--- src/rtl/btn_event_if.sv ---
// Event handshake bundle between the button event FIFO and its consumer.
// The master side drives the head event; the slave side returns ready.
interface btn_event_if #(
  parameter int ID_W = 2
) ();
  logic            evt_valid;
  logic [ID_W-1:0] evt_id;
  logic            evt_ready;

  modport master (
    output evt_valid,
    output evt_id,
    input  evt_ready
  );

  modport slave (
    input  evt_valid,
    input  evt_id,
    output evt_ready
  );
endinterface

--- src/rtl/btn_event_fifo.sv ---
// Button event FIFO: converts one-cycle debounced press pulses into ordered
// button-ID events. A pending mask absorbs presses while the FIFO is busy;
// one pending button (lowest index first) is pushed per cycle into a
// show-ahead FIFO. Presses that hit an already-pending button are merged and
// flagged through a sticky overflow bit.
module btn_event_fifo #(
  parameter int N_BTN = 4,
  parameter int ID_W  = 2,
  parameter int AW    = 3
) (
  input  logic             clk,
  input  logic             rst,
  input  logic [N_BTN-1:0] pulse_in,
  btn_event_if.master      evt,
  output logic [AW:0]      evt_count,
  output logic             overflow,
  input  logic             ovf_clr
);

  localparam int          DEPTH   = 1 << AW;
  localparam logic [AW:0] DEPTH_C = (AW + 1)'(DEPTH);

  // Stage 1 state: presses waiting for a FIFO slot
  logic [N_BTN-1:0] pending_q, pending_d;

  // Stage 2 state: FIFO storage, pointers and occupancy
  logic [ID_W-1:0]  mem_q [DEPTH];
  logic [AW-1:0]    wr_ptr_q, wr_ptr_d;
  logic [AW-1:0]    rd_ptr_q, rd_ptr_d;
  logic [AW:0]      count_q, count_d;

  // Registered show-ahead head and sticky overflow
  logic             valid_q, valid_d;
  logic [ID_W-1:0]  head_q, head_d;
  logic             ovf_q, ovf_d;

  logic             full;
  logic             push;
  logic             pop;
  logic [N_BTN-1:0] grant;
  logic [ID_W-1:0]  grant_idx;
  logic [N_BTN-1:0] drop_vec;
  logic             drop;

  assign full = (count_q == DEPTH_C);
  assign pop  = valid_q & evt.evt_ready;

  // Priority pick of the lowest-index pending button; no pick while full so
  // the entry simply stays pending until a slot frees up.
  always_comb begin
    grant     = '0;
    grant_idx = '0;
    push      = 1'b0;
    if (!full) begin
      for (int i = 0; i < N_BTN; i++) begin
        if (pending_q[i] && !push) begin
          grant[i]  = 1'b1;
          grant_idx = ID_W'(i);
          push      = 1'b1;
        end
      end
    end
  end

  // A press on a button that is pending and not leaving this cycle is lost.
  // A press on the button being granted re-arms it instead.
  generate
    for (genvar gi = 0; gi < N_BTN; gi++) begin : g_drop
      assign drop_vec[gi] = pulse_in[gi] & pending_q[gi] & ~grant[gi];
    end
  endgenerate

  assign drop = |drop_vec;

  // Next-state for pointers, occupancy, pending mask, overflow and the head.
  always_comb begin
    pending_d = (pending_q & ~grant) | pulse_in;
    wr_ptr_d  = wr_ptr_q + AW'(push);
    rd_ptr_d  = rd_ptr_q + AW'(pop);
    count_d   = count_q + (AW + 1)'(push) - (AW + 1)'(pop);
    ovf_d     = (ovf_q & ~ovf_clr) | drop;
    valid_d   = (count_d != '0);
    head_d    = '0;
    if (count_d != '0) begin
      // Bypass the entry being written when it becomes the new head
      // (empty FIFO, or the single remaining entry is popped).
      if (push && (wr_ptr_q == rd_ptr_d)) begin
        head_d = grant_idx;
      end else begin
        head_d = mem_q[rd_ptr_d];
      end
    end
  end

  // Control and status registers; reset discards everything in flight.
  always_ff @(posedge clk) begin
    if (rst) begin
      pending_q <= '0;
      wr_ptr_q  <= '0;
      rd_ptr_q  <= '0;
      count_q   <= '0;
      valid_q   <= 1'b0;
      head_q    <= '0;
      ovf_q     <= 1'b0;
    end else begin
      pending_q <= pending_d;
      wr_ptr_q  <= wr_ptr_d;
      rd_ptr_q  <= rd_ptr_d;
      count_q   <= count_d;
      valid_q   <= valid_d;
      head_q    <= head_d;
      ovf_q     <= ovf_d;
    end
  end

  // FIFO storage write; contents need no reset since occupancy gates use.
  always_ff @(posedge clk) begin
    if (push && !rst) begin
      mem_q[wr_ptr_q] <= grant_idx;
    end
  end

  assign evt.evt_valid = valid_q;
  assign evt.evt_id    = head_q;
  assign evt_count     = count_q;
  assign overflow      = ovf_q;

endmodule
--- src/flat_wrapper.sv ---
// flat-port wrapper written by rule: the top's interface ports become plain ports
module btn_event_fifo_flat 
#(
  parameter int N_BTN = 4,
  parameter int ID_W  = 2,
  parameter int AW    = 3
)
  (clk, rst, pulse_in, evt_count, overflow, ovf_clr, evt_evt_valid, evt_evt_id, evt_evt_ready);
  btn_event_if #(.ID_W(ID_W)) evt_i ();
  input  logic clk;
  input  logic rst;
  input  logic [N_BTN-1:0] pulse_in;
  output logic [AW:0] evt_count;
  output logic overflow;
  input  logic ovf_clr;
  output wire logic [$bits(evt_i.evt_valid)-1:0] evt_evt_valid;
  output wire logic [$bits(evt_i.evt_id)-1:0] evt_evt_id;
  input wire logic [$bits(evt_i.evt_ready)-1:0] evt_evt_ready;
  assign evt_evt_valid = evt_i.evt_valid;
  assign evt_evt_id = evt_i.evt_id;
  assign evt_i.evt_ready = evt_evt_ready;
  btn_event_fifo #(.N_BTN(N_BTN), .ID_W(ID_W), .AW(AW)) u_core (.clk(clk), .rst(rst), .pulse_in(pulse_in), .evt(evt_i), .evt_count(evt_count), .overflow(overflow), .ovf_clr(ovf_clr));
endmodule
--- config.mk ---
export PLATFORM = sky130hd
export DESIGN_NAME = btn_event_fifo_flat
export DESIGN_NICKNAME = d
export VERILOG_FILES = /design/src/rtl/btn_event_if.sv /design/src/rtl/btn_event_fifo.sv /design/src/flat_wrapper.sv
export SDC_FILE = /design/constraint.sdc
export NUM_CORES = 1
export LEC_CHECK = 0
export BUFFER_PORTS_ARGS = -buffer_cell sky130_fd_sc_hd__clkbuf_2
export CAP_MARGIN = 20
export CELL_PAD_IN_SITES_DETAIL_PLACEMENT = 0
export CELL_PAD_IN_SITES_GLOBAL_PLACEMENT = 1
export CORE_MARGIN = 2
export CORE_UTILIZATION = 49
export CTS_CLUSTER_SIZE = 8
export DETAILED_ROUTE_END_ITERATION = 6
export GPL_TIMING_DRIVEN = 0
export PLACE_DENSITY = 0.84
export SYNTH_ARGS = -nofsm -noshare
export SYNTH_HDL_FRONTEND = slang
export SYNTH_SLANG_ARGS = --single-unit
--- constraint.sdc ---
create_clock -name clk -period 5.9 [get_ports clk]
set_input_delay 0 -clock clk [delete_from_list [all_inputs] [get_ports clk]]
set_output_delay 0 -clock clk [all_outputs]
set_load 0.03 [all_outputs]
== Word level (Yosys, flattened, before mapping) ==
Memory sizes are Yosys's and may differ from the RTL's. A register that Yosys moved wholly into a read port is not among the register bits.
Cells that the tools add are included.

* Register bits after elaboration: 16
* Bits in latches: 0
* Bits in writable memories: 16
* Memory bits (read-only): 0
* Input port bits: 8
* Output and inout port bits: 8
* Word-level logic and storage cells: 61
* Memories: 1

{| class="wikitable"
|+ Memories
! memory !! depth !! bits a word !! rd ports !! clocked after Yosys merged registers in !! wr ports !! RTL line !! text
|-
| u_core.mem_q || 8 || 2 || 1 || 1 || 1 || btn_event_fifo.sv:27 || <nowiki>logic [ID_W-1:0] mem_q [DEPTH];</nowiki>
|}

* $add $sub $neg: 4
* Multipliers: 0
* Div/mod/pow operators: 0
* Magnitude comparators: 0
* Equal/unequal tests: 1
* Shifts and indexed selects: 0
* Muxes and demuxes: 18
* Bitwise gates (word level): 20
* Reduce and logical (&&, ||, !) cells: 11

{| class="wikitable"
|+ Operator list
! cell !! number
|-
| two-way mux 1 bit || 14
|-
| bitwise AND 1 bit || 10
|-
| adder 3 x 1 -> 3 bit || 2
|-
| two-way mux 2 bit || 3
|-
| NOT 1 bit || 6
|-
| adder 4 x 1 -> 4 bit || 1
|-
| bitwise AND 4 bit || 1
|-
| == test 4 bit, second input constant || 1
|-
| logical AND 1 bit || 4
|-
| zero test 1 bit || 4
|-
| two-way mux 4 bit || 1
|-
| NOT 4 bit || 1
|-
| OR 4 bit || 1
|-
| nonzero test 4 bit || 1
|-
| OR reduction 4 bit || 1
|-
| subtractor 4 x 1 -> 4 bit || 1
|-
| OR reduction 2 bit || 1
|-
| OR 1 bit || 1
|}

== Depth between registers and ports, before layout ==
* Word-level depth: 19
* Gate-level depth with buffers: 10
* Mapped depth without buffers: 10

== Least setup slack after synthesis ==
No wires, ideal clock.

* Kind: reg-to-reg
* Start point: reg u_core.count_q[2] (netlist: u_core.evt_count[2])
* End point: reg u_core.head_q[0] (netlist: u_core.evt.evt_id[0]) (read register of u_core.mem_q)
* Library setup time: 0.086 ns
* Arrival: 2.234 ns
* Required time: 5.814 ns
* Setup slack: 3.580 ns
* Stages on the path, launching flop included: 11
* Buffers on the path: 0
* Clock period less this slack: 2.320 ns
* Cell sequence: dfxtp_1 > inv_1 > ha_1 > nor3b_4 > nor2_1 > ha_1 > inv_1 > fa_1 > xor2_1 > a41o_1 > a211oi_1

* Longest elaborated chain between the ends: 7

{| class="wikitable"
|+ RTL lines
! item !! RTL line !! text
|-
| start, declared || btn_event_fifo.sv:30 || <nowiki>logic [AW:0] count_q, count_d;</nowiki>
|-
| start signal, assigned || btn_event_fifo.sv:109 || <nowiki>count_q <= count_d;</nowiki>
|-
| == test 4 bit || btn_event_fifo.sv:45 || <nowiki>assign full = (count_q == DEPTH_C);</nowiki>
|-
| two-way mux 1 bit || btn_event_fifo.sv:54 || <nowiki>if (!full) begin</nowiki>
|-
| adder 4 x 1 -> 4 bit (*) || btn_event_fifo.sv:80 || <nowiki>count_d = count_q + (AW + 1)'(push) - (AW + 1)'(pop);</nowiki>
|-
| subtractor 4 x 1 -> 4 bit (*) || btn_event_fifo.sv:80 ||
|-
| nonzero test 4 bit (*) || btn_event_fifo.sv:84 || <nowiki>if (count_d != '0) begin</nowiki>
|-
| NOT 1 bit (no source line) (*) || - ||
|-
| OR reduction 2 bit (no source line) (*) || - ||
|-
| end, declared || btn_event_fifo.sv:34 || <nowiki>logic [ID_W-1:0] head_q, head_d;</nowiki>
|}

Every way passes the cells marked *; elsewhere a longest branch is shown, timed or not.
A chain may end at the register's enable or synchronous reset.

== Worst setup path in the final report ==
Ends and elaborated chain as after synthesis.

==> results_dict.tcl <==
set metrics [dict create \
    core_area_um2 3030 \
    powerDensity_nw_per_um2 417 \
    synth_top_area_share 0.311 \
    ys_ff_latch 34 \
    yosysUniqueCellTypes 34 \
    grt_pass1_wl_um 4310 \
    antenna_found_initial 0 \
    hold_viol 0 \
    reg2reg_from "u_core.evt_count[2]" \
    port_buffers 14 \
    synth_top_family_by_area "simple AND/OR/NAND/NOR gates" \
    clk_latency_ns 0.32 \
    synth_compound_area_frac 0.0608 \
    async_reset_ff_frac 0 \
    path_clk_slew_ns 0.09 \
    routabilityCongestion 0.780 \
    die_y_um 60.1 \
    r2r_cells 10 \
    rsz0062_at_grt "false" \
    ys_warn_count 0 \
    required_ns 6.14 \
    grt_max_degree 11 \
    antenna_left 0 \
    synth-xor-area-share 0.0446 \
    endpoint "u_core.evt.evt_id[0]" \
    status "finished clean" \
    synth_top_cell_by_area "edfxtp_1" \
    wl_per_cell_um 12.9 \
    synthSimpleGateAreaFrac 0.144 \
    fin_crit_sh 0.392 \
    synth-edff-count 16 \
    pre_cts_slack_ns 3.57 \
    ir_worst_vdd_v 0.000207 \
    ios 16 \
    synth_area_leaders "edfxtp_1, dfxtp_1, ha_1" \
    drtIter0Drc 41 \
    drive_gt1_frac 0.194 \
    antenna_cells 0 \
    worstPathArrival_ns 2.56 \
    clock.fmax_ghz 0.432 \
    maxCapViolCount 0 \
    die_area_um2 3620 \
    dp_hpwl_um 1970 \
    routed_wl_um 2570 \
    synth_cells 129 \
    crit_start "u_core.evt_count[2]" \
    finalCriticalPeriod_ns 2.31 \
    synthesis.nets 147 \
    syn2layout_area_growth_pct 13.9 \
    relSlewSlack 0.390 \
    leakagePower_uw 0.000701 \
    rr_endpoint "u_core.evt.evt_id[0]" \
    synth_seq_area_share 0.545 \
    syn_area_per_cell_um2 12.0 \
    clock_path_buffers 2 \
    finalClockSkew_ns 0.00522 \
    post-route-drc-count 0 \
    fin_tns_setup_ns 0 \
    setup_violations 0 \
    syn_area_um2 1540 \
    vias 975 \
    synth-adder-area-share 0.0859 \
    initial_core_util 0.510 \
    synth_ff_type "dfxtp_1" \
    synth_most_common_cell "dfxtp_1" \
    core.rowCount 20 \
    grt_pass1_vias 980 \
    synthTopCellsByCount "dfxtp_1, edfxtp_1, nor2_1, inv_1, ha_1" \
    worstMarginPinSlew_ns 0.908 \
    endpoint_kind "register" \
    die_width_um 60.1 \
    nets 172 \
    firstDrtPassIters 4 \
    cts_tree "done" \
    cp_max_fo 8 \
    grt_use_total 0.173 \
    rrSetupSlack_ns 3.59 \
    synth.area.mux_share 0.0762 \
    cts_root_buf "clkbuf_4" \
    cts_buffers 5 \
    vias_per_cell 4.90 \
    clock_sink_count 34 \
    grt-ovfl-total 0 \
    setup_ws_ns 3.59 \
    drv_slew 0 \
    cts-htree-levels 2 \
    hp-class "primary input to register" \
    worst-setup-path-type "register to register" \
    crit_path_start_kind "register" \
]
## worst max-delay path, cell delays in order, from the launching register on
cell	delay [ns]
dfxtp_1	0.34
inv_1	0.06
ha_1	0.19
nor3b_4	0.18
nor2_1	0.19
ha_1	0.19
inv_1	0.05
fa_1	0.38
xor2_1	0.18
a41o_1	0.30
a211oi_1	0.18
## metal layers
layer / vias to the layer above / GRT usage / share of wire
met5: - / 0 / 0
met4: 0 / 0.0667 / 0.0074
met3: 2 / 0.0844 / 0.042
met2: 18 / 0.270 / 0.50
met1: 455 / 0.205 / 0.46
li1: 500 / - / -
## cell type report
| type | count | area [µm²] |
|---|---|---|
| Fill cell | 248 | 1270 |
| Sequential cell | 34 | 841 |
| Multi-Input combinational cell | 78 | 636 |
| Timing Repair Buffer | 18 | 110 |
| Tap cell | 44 | 55.1 |
| Clock buffer | 8 | 48.8 |
| Inverter | 12 | 45.0 |
| Buffer | 5 | 22.5 |
## cells by family after synthesis
family / after synthesis
flip-flops: 34
multiplexers: 6
XOR/XNOR: 7
AND/OR/NAND/NOR: 40
buffers and inverters: 17
AO/OA/AOI/OAI: 15
adder cells (fa/ha/maj): 10
## sequential cells by signal, summed over array words and instances (netlist names)
name and flops:
u_core.pending_q 4, u_core.evt.evt_valid 1, u_core.evt.evt_id 2, u_core.rd_ptr_q 3, u_core.evt_count 4, u_core.overflow 1, u_core.wr_ptr_q 3, u_core.mem_q 16
## power breakdown
part	internal (µW)	switching (µW)	total [µW]
logic	121	170	291
registers	294	30.8	325
clock network	47.5	70.9	118
total	462	272	734
## worst min path at each step
stage          slack, ns  cells after the start        start                  end
6_report            0.02                      2          rst   u_core.rd_ptr_q[1]
5_1_grt             0.02                      2          rst   u_core.rd_ptr_q[1]
4_1_cts             0.02                      2          rst   u_core.wr_ptr_q[0]
3_5_place_dp        0.24                      3  pulse_in[1]  u_core.pending_q[1]
3_3_place_gp        0.23                      3  pulse_in[2]  u_core.pending_q[2]
2_1_floorplan       0.12                      2  pulse_in[0]  u_core.pending_q[0]
## timing repair
item / in CTS / in global routing
buffers inserted: 0 / 0
hold buffers: 4 / 0
endpoints found under the hold margin: 5 / 0
resized for setup: 0 / 0
## layout by cell type, fill, tap and decap left out, types with 3 or more instances in the layout
cell           synthesis  routed
dlygate4sd3_1          0       4
ha_1                   9       9
inv_1                 12      12
clkbuf_2               0      14
a21oi_1                6       6
clkbuf_1               2       5
dfxtp_1               18      18
xnor2_1                4       4
nor2b_1                5       5
nor3_1                 6       6
nor2_1                15      15
edfxtp_1              16      16
buf_2                  3       3
clkbuf_4               0       5
## through the flow
step	cells	area, µm²	hold WS (ns)	util	power (µW)
floorplan	129	1540	0.117	-	550
global placement	187	1670	0.227	0.551	611
detailed placement	187	1670	0.240	0.551	622
CTS	199	1760	0.0171	0.581	741
global route	199	1760	0.0189	0.581	793
finish	199	1760	0.0221	0.581	734
Note: power is estimated with default switching activity, not from simulation.
